### src/rtl/fetch_queue.sv
// Instruction fetch queue: owns the fetch PC, buffers {pc, instr} pairs from the icache
// and presents them show-ahead to decode. Optional pass-through: define FETCHQ_BYPASS_EN.
module fetch_queue #(
    parameter int DEPTH  = 4,
    parameter int INSTSZ = 32,
    parameter int WORDSZ = 64
) (
    input  logic                       clk,
    input  logic                       reset,
    input  logic [WORDSZ-1:0]          entry,
    output logic [WORDSZ-1:0]          fetch_pc,
    output logic                       fetch_en,
    input  logic                       enq_valid,
    input  logic [INSTSZ-1:0]          enq_instr,
    output logic                       deq_valid,
    input  logic                       deq_ready,
    output logic [WORDSZ-1:0]          deq_pc,
    output logic [INSTSZ-1:0]          deq_instr,
    input  logic                       flush,
    input  logic [WORDSZ-1:0]          flush_pc,
    output logic [$clog2(DEPTH):0]     count
);

    localparam int AW = $clog2(DEPTH);
    localparam int CW = AW + 1;

    logic [WORDSZ-1:0] pc_mem    [DEPTH];
    logic [INSTSZ-1:0] instr_mem [DEPTH];

    logic [AW-1:0] wr_ptr;
    logic [AW-1:0] rd_ptr;
    logic          full;
    logic          empty;
    logic          enq_acc;
    logic          enq_wr;
    logic          deq_pop;
    logic          bypass;

    assign full  = (count == CW'(DEPTH));
    assign empty = (count == '0);

    // fetch_en deliberately uses the registered full so the icache never sees a comb ready path
    assign fetch_en = !full && !flush;
    assign enq_acc  = enq_valid && !full && !flush;

`ifdef FETCHQ_BYPASS_EN
    assign bypass = empty && enq_valid && deq_ready && !flush;
`else
    assign bypass = 1'b0;
`endif

    assign enq_wr  = enq_acc && !bypass;
    assign deq_pop = !empty && deq_ready && !flush;

    always_comb begin
        deq_valid = 1'b0;
        deq_pc    = '0;
        deq_instr = '0;
        if (bypass) begin
            deq_valid = 1'b1;
            deq_pc    = fetch_pc;
            deq_instr = enq_instr;
        end else if (!empty) begin
            deq_valid = 1'b1;
            deq_pc    = pc_mem[rd_ptr];
            deq_instr = instr_mem[rd_ptr];
        end
    end

    // Storage is data only; its contents are meaningless until count says otherwise
    always_ff @(posedge clk) begin
        if (enq_wr) begin
            pc_mem[wr_ptr]    <= fetch_pc;
            instr_mem[wr_ptr] <= enq_instr;
        end
    end

    always_ff @(posedge clk) begin
        if (reset) begin
            fetch_pc <= entry;
            wr_ptr   <= '0;
            rd_ptr   <= '0;
            count    <= '0;
        end else if (flush) begin
            fetch_pc <= flush_pc;
            wr_ptr   <= '0;
            rd_ptr   <= '0;
            count    <= '0;
        end else begin
            if (enq_acc)
                fetch_pc <= fetch_pc + WORDSZ'(4);
            if (enq_wr)
                wr_ptr <= wr_ptr + AW'(1);
            if (deq_pop)
                rd_ptr <= rd_ptr + AW'(1);
            case ({enq_wr, deq_pop})
                2'b10:   count <= count + CW'(1);
                2'b01:   count <= count - CW'(1);
                default: count <= count;
            endcase
        end
    end

endmodule

### config.mk
export PLATFORM = sky130hd
export DESIGN_NAME = fetch_queue
export DESIGN_NICKNAME = d
export VERILOG_FILES = /design/src/rtl/fetch_queue.sv
export SDC_FILE = /design/constraint.sdc
export NUM_CORES = 1
export LEC_CHECK = 0
export CAP_MARGIN = 20
export CORE_MARGIN = 2
export CORE_UTILIZATION = 48
export CTS_CLUSTER_SIZE = 8
export DETAILED_ROUTE_END_ITERATION = 8
export PLACE_DENSITY = 0.76
export SYNTH_ARGS = -nofsm -noshare
export SYNTH_HDL_FRONTEND = slang
export SYNTH_SLANG_ARGS = --single-unit
### constraint.sdc
create_clock -name clk -period 3.83 [get_ports clk]
set_input_delay 0.9575 -clock clk [delete_from_list [all_inputs] [get_ports clk]]
set_output_delay 0.9575 -clock clk [all_outputs]
set_load 0.05 [all_outputs]
## Word-level counts from Yosys, hierarchy flattened

Memories as Yosys holds them, arrays and structs flattened. A register that Yosys moved wholly into a read port is not among the register bits.
Cells that the tools add are included.

| word-level totals | value |
|---|---|
| bits in latches | 0 |
| register bits | 71 |
| RAM bits | 384 |
| ROM bits | 0 |
| logic and storage cells | 39 |
| bits of input ports | 165 |
| output and inout port bits | 165 |
| memories kept | 2 |

| operators by class | value |
|---|---|
| $add $sub $neg | 5 |
| div/mod/pow operators | 0 |
| equal/unequal tests | 3 |
| bitwise logic cells | 0 |
| mux-type cells | 13 |
| shift operators | 0 |
| $lt $le $gt $ge | 0 |
| reductions and logical operators | 12 |
| multiply operators | 0 |

Memories:

| memory | words | width | read ports | clocked after memory_dff | write ports | line | source |
|---|---|---|---|---|---|---|---|
| pc_mem | 4 | 64 | 1 | 1 | 1 | 27 | `logic [WORDSZ-1:0] pc_mem [DEPTH];` |
| instr_mem | 4 | 32 | 1 | 1 | 1 | 28 | `logic [INSTSZ-1:0] instr_mem [DEPTH];` |

Operators by type and width:

| operator | count |
|---|---|
| $mux W64 | 4 |
| $add A64 B3 Y64 const B | 1 |
| $mux W32 | 1 |
| $mux W2 | 4 |
| $pmux W3 S2 | 1 |
| $logic_and A1 B1 Y1 | 5 |
| $add A2 B1 Y2 const B | 2 |
| $add A3 B1 Y3 const B | 1 |
| $eq A3 B3 Y1 const B | 1 |
| $logic_not A1 Y1 | 3 |
| $logic_not A3 Y1 | 1 |
| $mux W1 | 3 |
| $reduce_bool A3 Y1 | 1 |
| $sub A3 B1 Y3 const B | 1 |
| $eq A2 B1 Y1 const B | 1 |
| $eq A2 B2 Y1 const B | 1 |
| $reduce_bool A2 Y1 | 1 |
| $reduce_or A2 Y1 | 1 |

## Longest topological paths before layout

Gate-level depths: netlist of run 1.

| depth | value |
|---|---|
| depth after elaboration | 7 |
| gate-level depth with buffers | 11 |
| depth with buffers taken out | 10 |

## Worst setup path after synthesis of run 1

No wires, ideal clock.

| path | value |
|---|---|
| path kind | input-to-reg |
| start | in flush |
| end | mem instr_mem[0][0], enable pin |
| stages | 2 |
| library setup time | 0.466 ns |
| data required time | 3.364 ns |
| arrival | 4.313 ns |
| path buffers | 0 |
| slack | -0.949 ns |
| path through | a31oi_1 and3_1 |

| on the way | value |
|---|---|
| word-level cells in the longest chain between the ends | 4 |

RTL lines:

| element | line | source |
|---|---|---|
| start: declaration | 19 | `input logic flush,` |
| $logic_not A1 Y1 | 44 | `assign enq_acc = enq_valid && !full && !flush;` |
| $logic_and A1 B1 Y1 | 44 |  |
| $mux W1 | 72 | `if (enq_wr) begin` |
| $mux W1 (not written as such) | 74 | `instr_mem[wr_ptr] <= enq_instr;` |
| end: declaration | 28 |  |

No other way between the ends.

==> results of run 1 <==
routing by layer:
layer,up-vias,share of wire
met2,529,0.49
met1,5788,0.42
met4,0,0.017
met3,60,0.080
li1,5086,-
met5,-,0
cell usage after synthesis (10+ instances only):
master,number,area (µm²)
buf_2,14,70.1
clkbuf_1,41,154
and4_1,13,114
o21ai_0,35,175
nand4_1,19,119
edfxtp_1,448,13500
xor2_1,43,377
o21ai_1,15,75.1
a22oi_1,32,240
and2_1,105,657
nor2_1,25,93.8
a21oi_1,25,125
inv_1,10,37.5
nand2_1,42,158
xnor2_1,17,149
and3_1,17,106
nand3_1,30,150
mux4_2,96,2160
worst paths after layout:
path	startpoint	end	slack, ns	cells after the start
hold / removal	wr_ptr[1]	wr_ptr[1]	0.50	2
setup / recovery	flip-flop	deq_pc[35]	0.12	4
setup reg to reg	fetch_pc[2]	fetch_pc[62]	0.99	8
hold reg to reg	wr_ptr[1]	wr_ptr[1]	0.50	2
tightest hold or removal path: cells and delay by family (launching register included):
family,cells,cell delay (ns)
and+or+nand+nor,1,0.06
AOI/OAI and AO/OA,1,0.05
DFF,1,0.33
flip-flops by register name, summed over array words and instances (netlist names), named ones only:
name and count:
instr_mem 128, pc_mem 256, wr_ptr 2, rd_ptr 2, count 3, fetch_pc 64
cell type report:
type	count	area, µm²
Clock buffer	78	1800
Multi-Input combinational cell	575	5270
Inverter	10	37.5
Clock inverter	2	17.5
Timing Repair Buffer	359	3740
Fill cell	2803	14400
Sequential cell	457	13600
Antenna cell	1	2.50
Tap cell	525	657
where the power goes:
group / leakage (nW) / switching [mW] / total, mW / internal (mW)
combinational: 3.81 / 0.738 / 1.24 / 0.506
clock: 0.892 / 1.92 / 5.17 / 3.25
sequential: 4.24 / 0.209 / 5.94 / 5.73
per-stage QoR:
stage	utilization	setup slack, ns
global placement	0.587	0.544
global route	0.636	-0.0183
finish	0.636	0.116
detailed placement	0.587	0.480
floorplan	-	0.100
CTS	0.633	-0.00234
repair_timing:
item	CTS	global route
hold buffers	0	0
endpoints found under the hold margin	0	0
gates resized for setup	19	43
pin swaps	1	0
endpoints found under the setup margin	25	74
cloned	1	1
kinds of logic (layout without fill, tap and decap cells):
family / count (synthesis) / after routing / synth area share
other: 0 / 1 / 0
flip-flops: 457 / 457 / 0.713
buffers and inverters: 71 / 449 / 0.0150
multiplexers: 103 / 103 / 0.117
AND/OR/NAND/NOR: 277 / 279 / 0.0834
AO/OA/AOI/OAI: 126 / 126 / 0.0394
XOR/XNOR: 60 / 60 / 0.0275
adder cells (fa/ha/maj): 7 / 7 / 0.00497
==> summary.md, run 1 <==
| Metric | Value |
|---|---|
| Number of levels in the clock H-tree | 3 |
| Delay-heaviest family, CP | buffers and inverters |
| Number of non-filler instances in the completed layout | approximately 2000 |
| Total I/O pin count | 330 |
| Worst slack on hold paths | about 0.5 ns |
| Remaining global-route overflow | 0 |
| Horizontal die dimension | approximately 200 µm |
| Insertion delay of the later-clocked pin in the worst-skew pair | between 0.5 and 0.6 ns |
| Run status | finished, final reports clean |
| Count of buffer and inverter cells on the critical path | 2 |
| Routed via count | between 10000 and 15000 |
| Number of placed cells counting well taps | 1924 |
| 1st-pass router iterations | 5 |
| Cell breakdown of the critical path | buf_16 -> mux4_2 -> and2_1 -> clkdlybuf4s50_1 |
| Yosys warning total | 0 |
| Max Cap Violations | 0 |
| Cell count after synthesis | 1101 |
| Met2 usage in global routing | 0.378 |
| Number of distinct library cells after synthesis | 47 |
| Worst-Margin Slew | around 0.79 ns |
| Final count of pins violating max slew | 0 |
| Post-CTS setup-driven buffer insertion count | 0 |
| Sink Count | 457 |
| Most heavily used metal layer in global routing | met2 |
| Initial standard-cell utilization of the core | 0.484 |
| Final HPWL from detailed placement | roughly 30 mm |
| Area enclosed by the die boundary | between 40000 and 50000 µm² |
| Post-route fraction of the period consumed by the critical path | 0.970 |
| Placer congestion estimate | around 0.76 |
| Longest individual stage delay on the worst path | roughly 0.7 ns |
| TritonCTS clock tree | done |
| Startpoint Class | flip-flop |
| Total Power Consumption | approximately 12 mW |
| Worst EP arrival | about 2.8 ns |
| Avg Inst Size Synth | 17.4 µm² |
| Commonest cells after routing, fill and taps aside | edfxtp_1 (448), clkdlybuf4s50_1 (268), and2_1 (105), mux4_2 (96), clkbuf_16 (71) |
| Total cell area at the placement stage | about 23000 µm² |
| Met1 demand-to-capacity share in global routing | 0.315 |
| Maximum number of pins on one net before global-route repair | just over 60 |
| IO buf count | approximately 330 |
| Post-synth top flop | edfxtp_1 |
| Worst vdd ir | ~0.28 mV |
| LEAKAGE | approximately 8.9 nW |
| Number of rows created at floorplan | 73 |
| Buffer cell driving the clock tree root | clkbuf_16 |
| Most common cell after layout, fill and taps aside | edfxtp_1 |
| Fin Setup TNS | 0 ns |
| Final-report hold violation count | 0 |
| Area of the core | around 40000 µm² |
| Worst clock skew on the final layout | ~0.019 ns |
| Number of violations reported at the end of detailed-routing iteration 0 | roughly 1000 |
| GR Util met3 | 0.0521 |
| Antenna violation net count after detailed routing | 0 |
| CP Max Fanout | 45 |
| DR WL/cell | about 24 µm |
| First-pass GRT wire length | between 70 and 80 mm |
| Finish-stage setup viols | 0 |
| Clock transition at path regs | ~0.050 ns |
| Synthesized netlist net count | 1273 |
| Cell area after synthesis | 19100 µm² |
| Vias in the first global route | between 10000 and 15000 |
| Deepest clock path buffer count | 3 |
| Fin area | 25200 µm² |
| Total track usage | 0.233 |
| Post-synth EDFFs | 448 |
| Required @ worst endpoint | between 2 and 3 ns |
| Fin nets | between 1500 and 2000 |
| Antenna violations before repair | 1 |
| Class of the worst hold path | flip-flop to flip-flop |
| Die Y-Extent | 204 µm |
| Fraction of the yosys area taken by sequential cells | 0.713 |
| Clock buffers created by TritonCTS | 67 |
| Crit end category | output port |
| Per-cell via count in the routed design | 5.71 |
| Area growth syn-to-layout | 31.6% |
| Proportion of register bits with asynchronous set or reset after synthesis | 0 |
| Slowest stage cell, crit path | clkdlybuf4s50_1 |
| Highest attainable clock frequency | ~270 MHz |
| Post-layout minimum cycle time | 3.71 ns |
| # DRC | 0 |
| Worst slew margin relative to its limit | 0.469 |
| Power Dens Cells | between 400 and 500 nW/µm² |
| Number of register bits inferred by synthesis | between 400 and 500 |
| Share of layout cells above drive strength 1 | 0.153 |
| Crit Path Category | flip-flop to output port |
| Wirelength, routed | roughly 48 mm |
Power figures use the tool's default switching activity.
==> inputs of run 2 (changes only) <==
Settings changed: CORE_UTILIZATION 48 to 44, PLACE_DENSITY 0.76 to 0.71.
==> run 2 against run 1 <==
  * Via count increased by 0.82%
  * Clock power increased by 2%
  * Non-clock buffer count increased by 6
  * Sequential share of layout area decreased by 0.18 points
  * Setup slack got worse by 0.028 ns
  * Final cell count increased by 3.9%
  * Largest cell class unchanged
==> summary.md, run 2 (synthesized netlist as in run 1, its figures left out) <==
| Metric | Value |
|---|---|
| Initial standard-cell utilization of the core | 0.445 |
| Antenna violations before repair | 4 |
| Storage cell area | 13600 µm² |
| Switching share of power | 0.238 |
| Share of layout cells above drive strength 1 | 0.174 |
| Antenna violation net count after detailed routing | 0 |
| Horizontal die dimension | roughly 210 µm |
| Maximum number of pins on one net before global-route repair | between 50 and 60 |
| Final count of pins violating max slew | 0 |
| Post-layout minimum cycle time | between 3 and 4 ns |
| Wirelength, routed | about 49 mm |
| Commonest cells after routing, fill and taps aside | edfxtp_1 (448), clkdlybuf4s50_1 (250), and2_1 (105), mux4_2 (96), clkbuf_16 (69) |
| Count of buffer and inverter cells on the critical path | 2 |
| Internal power consumption | approximately 9.5 mW |
| 1st-pass router iterations | 6 |
| Worst EP arrival | between 2 and 3 ns |
| Remaining global-route overflow | 0 |
| Crit end category | output port |
| Max Cap Violations | 0 |
| Total track usage | 0.217 |
| Fraction of power consumed by the clock network | 0.423 |
| Most common cell after layout, fill and taps aside | edfxtp_1 |
| Per-cell via count in the routed design | 5.54 |
| Worst slack on hold paths | slightly below 0.5 ns |
| Area growth syn-to-layout | 32.0% |
| Number of non-filler instances in the completed layout | approximately 2100 |
| Switching power total | between 2 and 3 mW |
| Crit Path Category | flip-flop to output port |
| Worst-Margin Slew | between 0.7 and 0.8 ns |
| Worst clock skew on the final layout | roughly 0.022 ns |
| IO buf count | between 300 and 400 |
| Run status | finished, final reports clean |
| Sink Count | about 460 |
| Die Y-Extent | 212 µm |
| CP Max Fanout | 27 |
| Vias in the first global route | around 12000 |
| Number of rows created at floorplan | 76 |
| Clock buffers created by TritonCTS | 67 |
| Fin nets | around 1600 |
| Deepest clock path buffer count | 3 |
| Area of the core | around 43000 µm² |
| Flip-flop count of the largest register after layout | ~260 |
| Required @ worst endpoint | 2.87 ns |
| DR WL/cell | approximately 24 µm |
| Delay-heaviest family, CP | buffers and inverters |
| Multi-input combinational cell area | about 5300 µm² |
| Slowest stage cell, crit path | clkdlybuf4s50_1 |
| Buffer cell driving the clock tree root | clkbuf_16 |
| # DRC | 0 |
| Placer congestion estimate | 0.779 |
| Post-route fraction of the period consumed by the critical path | 0.977 |
| Final HPWL from detailed placement | between 30 and 40 mm |
| Startpoint Class | flip-flop |
| Highest attainable clock frequency | roughly 270 MHz |
| TritonCTS clock tree | done |
| Cell breakdown of the critical path | buf_12 -> mux4_2 -> and2_1 -> clkdlybuf4s50_1 |
| Fin area | approximately 25000 µm² |
| Routed via count | 11600 |
| Number of placed cells counting well taps | 1990 |
| Area enclosed by the die boundary | ~45000 µm² |
| Register share of total power | 0.477 |
| Largest registers | pc_mem (256), instr_mem (128), fetch_pc (64) |
| Count of fill cells added during filler insertion | 3300 |
| Clock transition at path regs | 0.05 ns |
| Insertion delay of the later-clocked pin in the worst-skew pair | between 0.5 and 0.6 ns |
| Longest individual stage delay on the worst path | 0.70 ns |
| Number of inserted diodes | 0 |
| Power Dens Cells | 493 nW/µm² |
| Unrepaired setup endpoints after global routing | no |
| Worst vdd ir | between 0.3 and 0.4 mV |
| Number of violations reported at the end of detailed-routing iteration 0 | between 800 and 900 |
| Number of levels in the clock H-tree | 3 |
| Total cell area at the placement stage | 23300 µm² |
| Total I/O pin count | 330 |
| Final-report hold violation count | 0 |
| First-pass GRT wire length | approximately 72 mm |
| Largest register by flop count | pc_mem |
| Class of the worst hold path | flip-flop to flip-flop |
| LEAKAGE | 9.02 nW |
| Total Power Consumption | about 12 mW |
| Relative contribution of combinational cells to total power | 0.100 |
| Fin Setup TNS | 0 ns |
| Finish-stage setup viols | 0 |
| Worst slew margin relative to its limit | 0.491 |
## run 2: path summary, 6_finish.rpt
| kind | slack, ns | depth (start not counted) | end | startpoint |
|---|---|---|---|---|
| setup / recovery | 0.09 | 4 | deq_pc[46] | flip-flop |
| hold / removal | 0.49 | 2 | wr_ptr[1] | wr_ptr[1] |
| setup reg to reg | 0.97 | 7 | fetch_pc[39] | fetch_pc[4] |
| hold reg to reg | 0.49 | 2 | wr_ptr[1] | wr_ptr[1] |
## run 2: final cells by class
type / instances / area share
clock buffer: 88 / 0.0712
inverter: 10 / 0.00149
clock inverter: 6 / 0.00268
multi-input combinational: 575 / 0.209
tap: 585 / 0.0290
sequential: 457 / 0.540
timing repair buffer: 365 / 0.147
## run 2: repair_timing
action	CTS	global route
gates resized for setup	7	43
hold buffers	0	0
endpoints found under the setup margin	24	47
endpoints found under the hold margin	0	0
pin swaps	1	1
gates cloned	1	1
buffers inserted	0	0
## run 2: stage by stage
step | utilization | setup slack (ns)
2_1_floorplan | - | 0.100
3_3_place_gp | 0.541 | 0.604
3_5_place_dp | 0.541 | 0.522
4_1_cts | 0.585 | 0.00343
5_1_grt | 0.587 | 0.00000222
6_report | 0.587 | 0.0871
## run 2: power by group through the flow
stage / Sequential [mW] / Combinational (mW) / Clock [mW]
global route: 5.97 / 1.31 / 5.57
detailed placement: 6.03 / 1.24 / 0
CTS: 5.94 / 1.25 / 5.37
floorplan: 6.23 / 0.439 / 0
finish: 5.94 / 1.24 / 5.26
global placement: 6.02 / 1.23 / 0
## run 2: metal layers
metal  vias up  track usage  wire [µm]
li1       5123            -          -
met1      5897        0.292      20500
met2       455        0.354      24200
met3        78       0.0499       3480
met4         4       0.0610        975
met5         -            0         27
## run 2: tightest hold or removal path, cell delays in order, from the launching register on
cell	delay, ns
dfxtp_1	0.33
nand2_1	0.06
a21oi_1	0.05
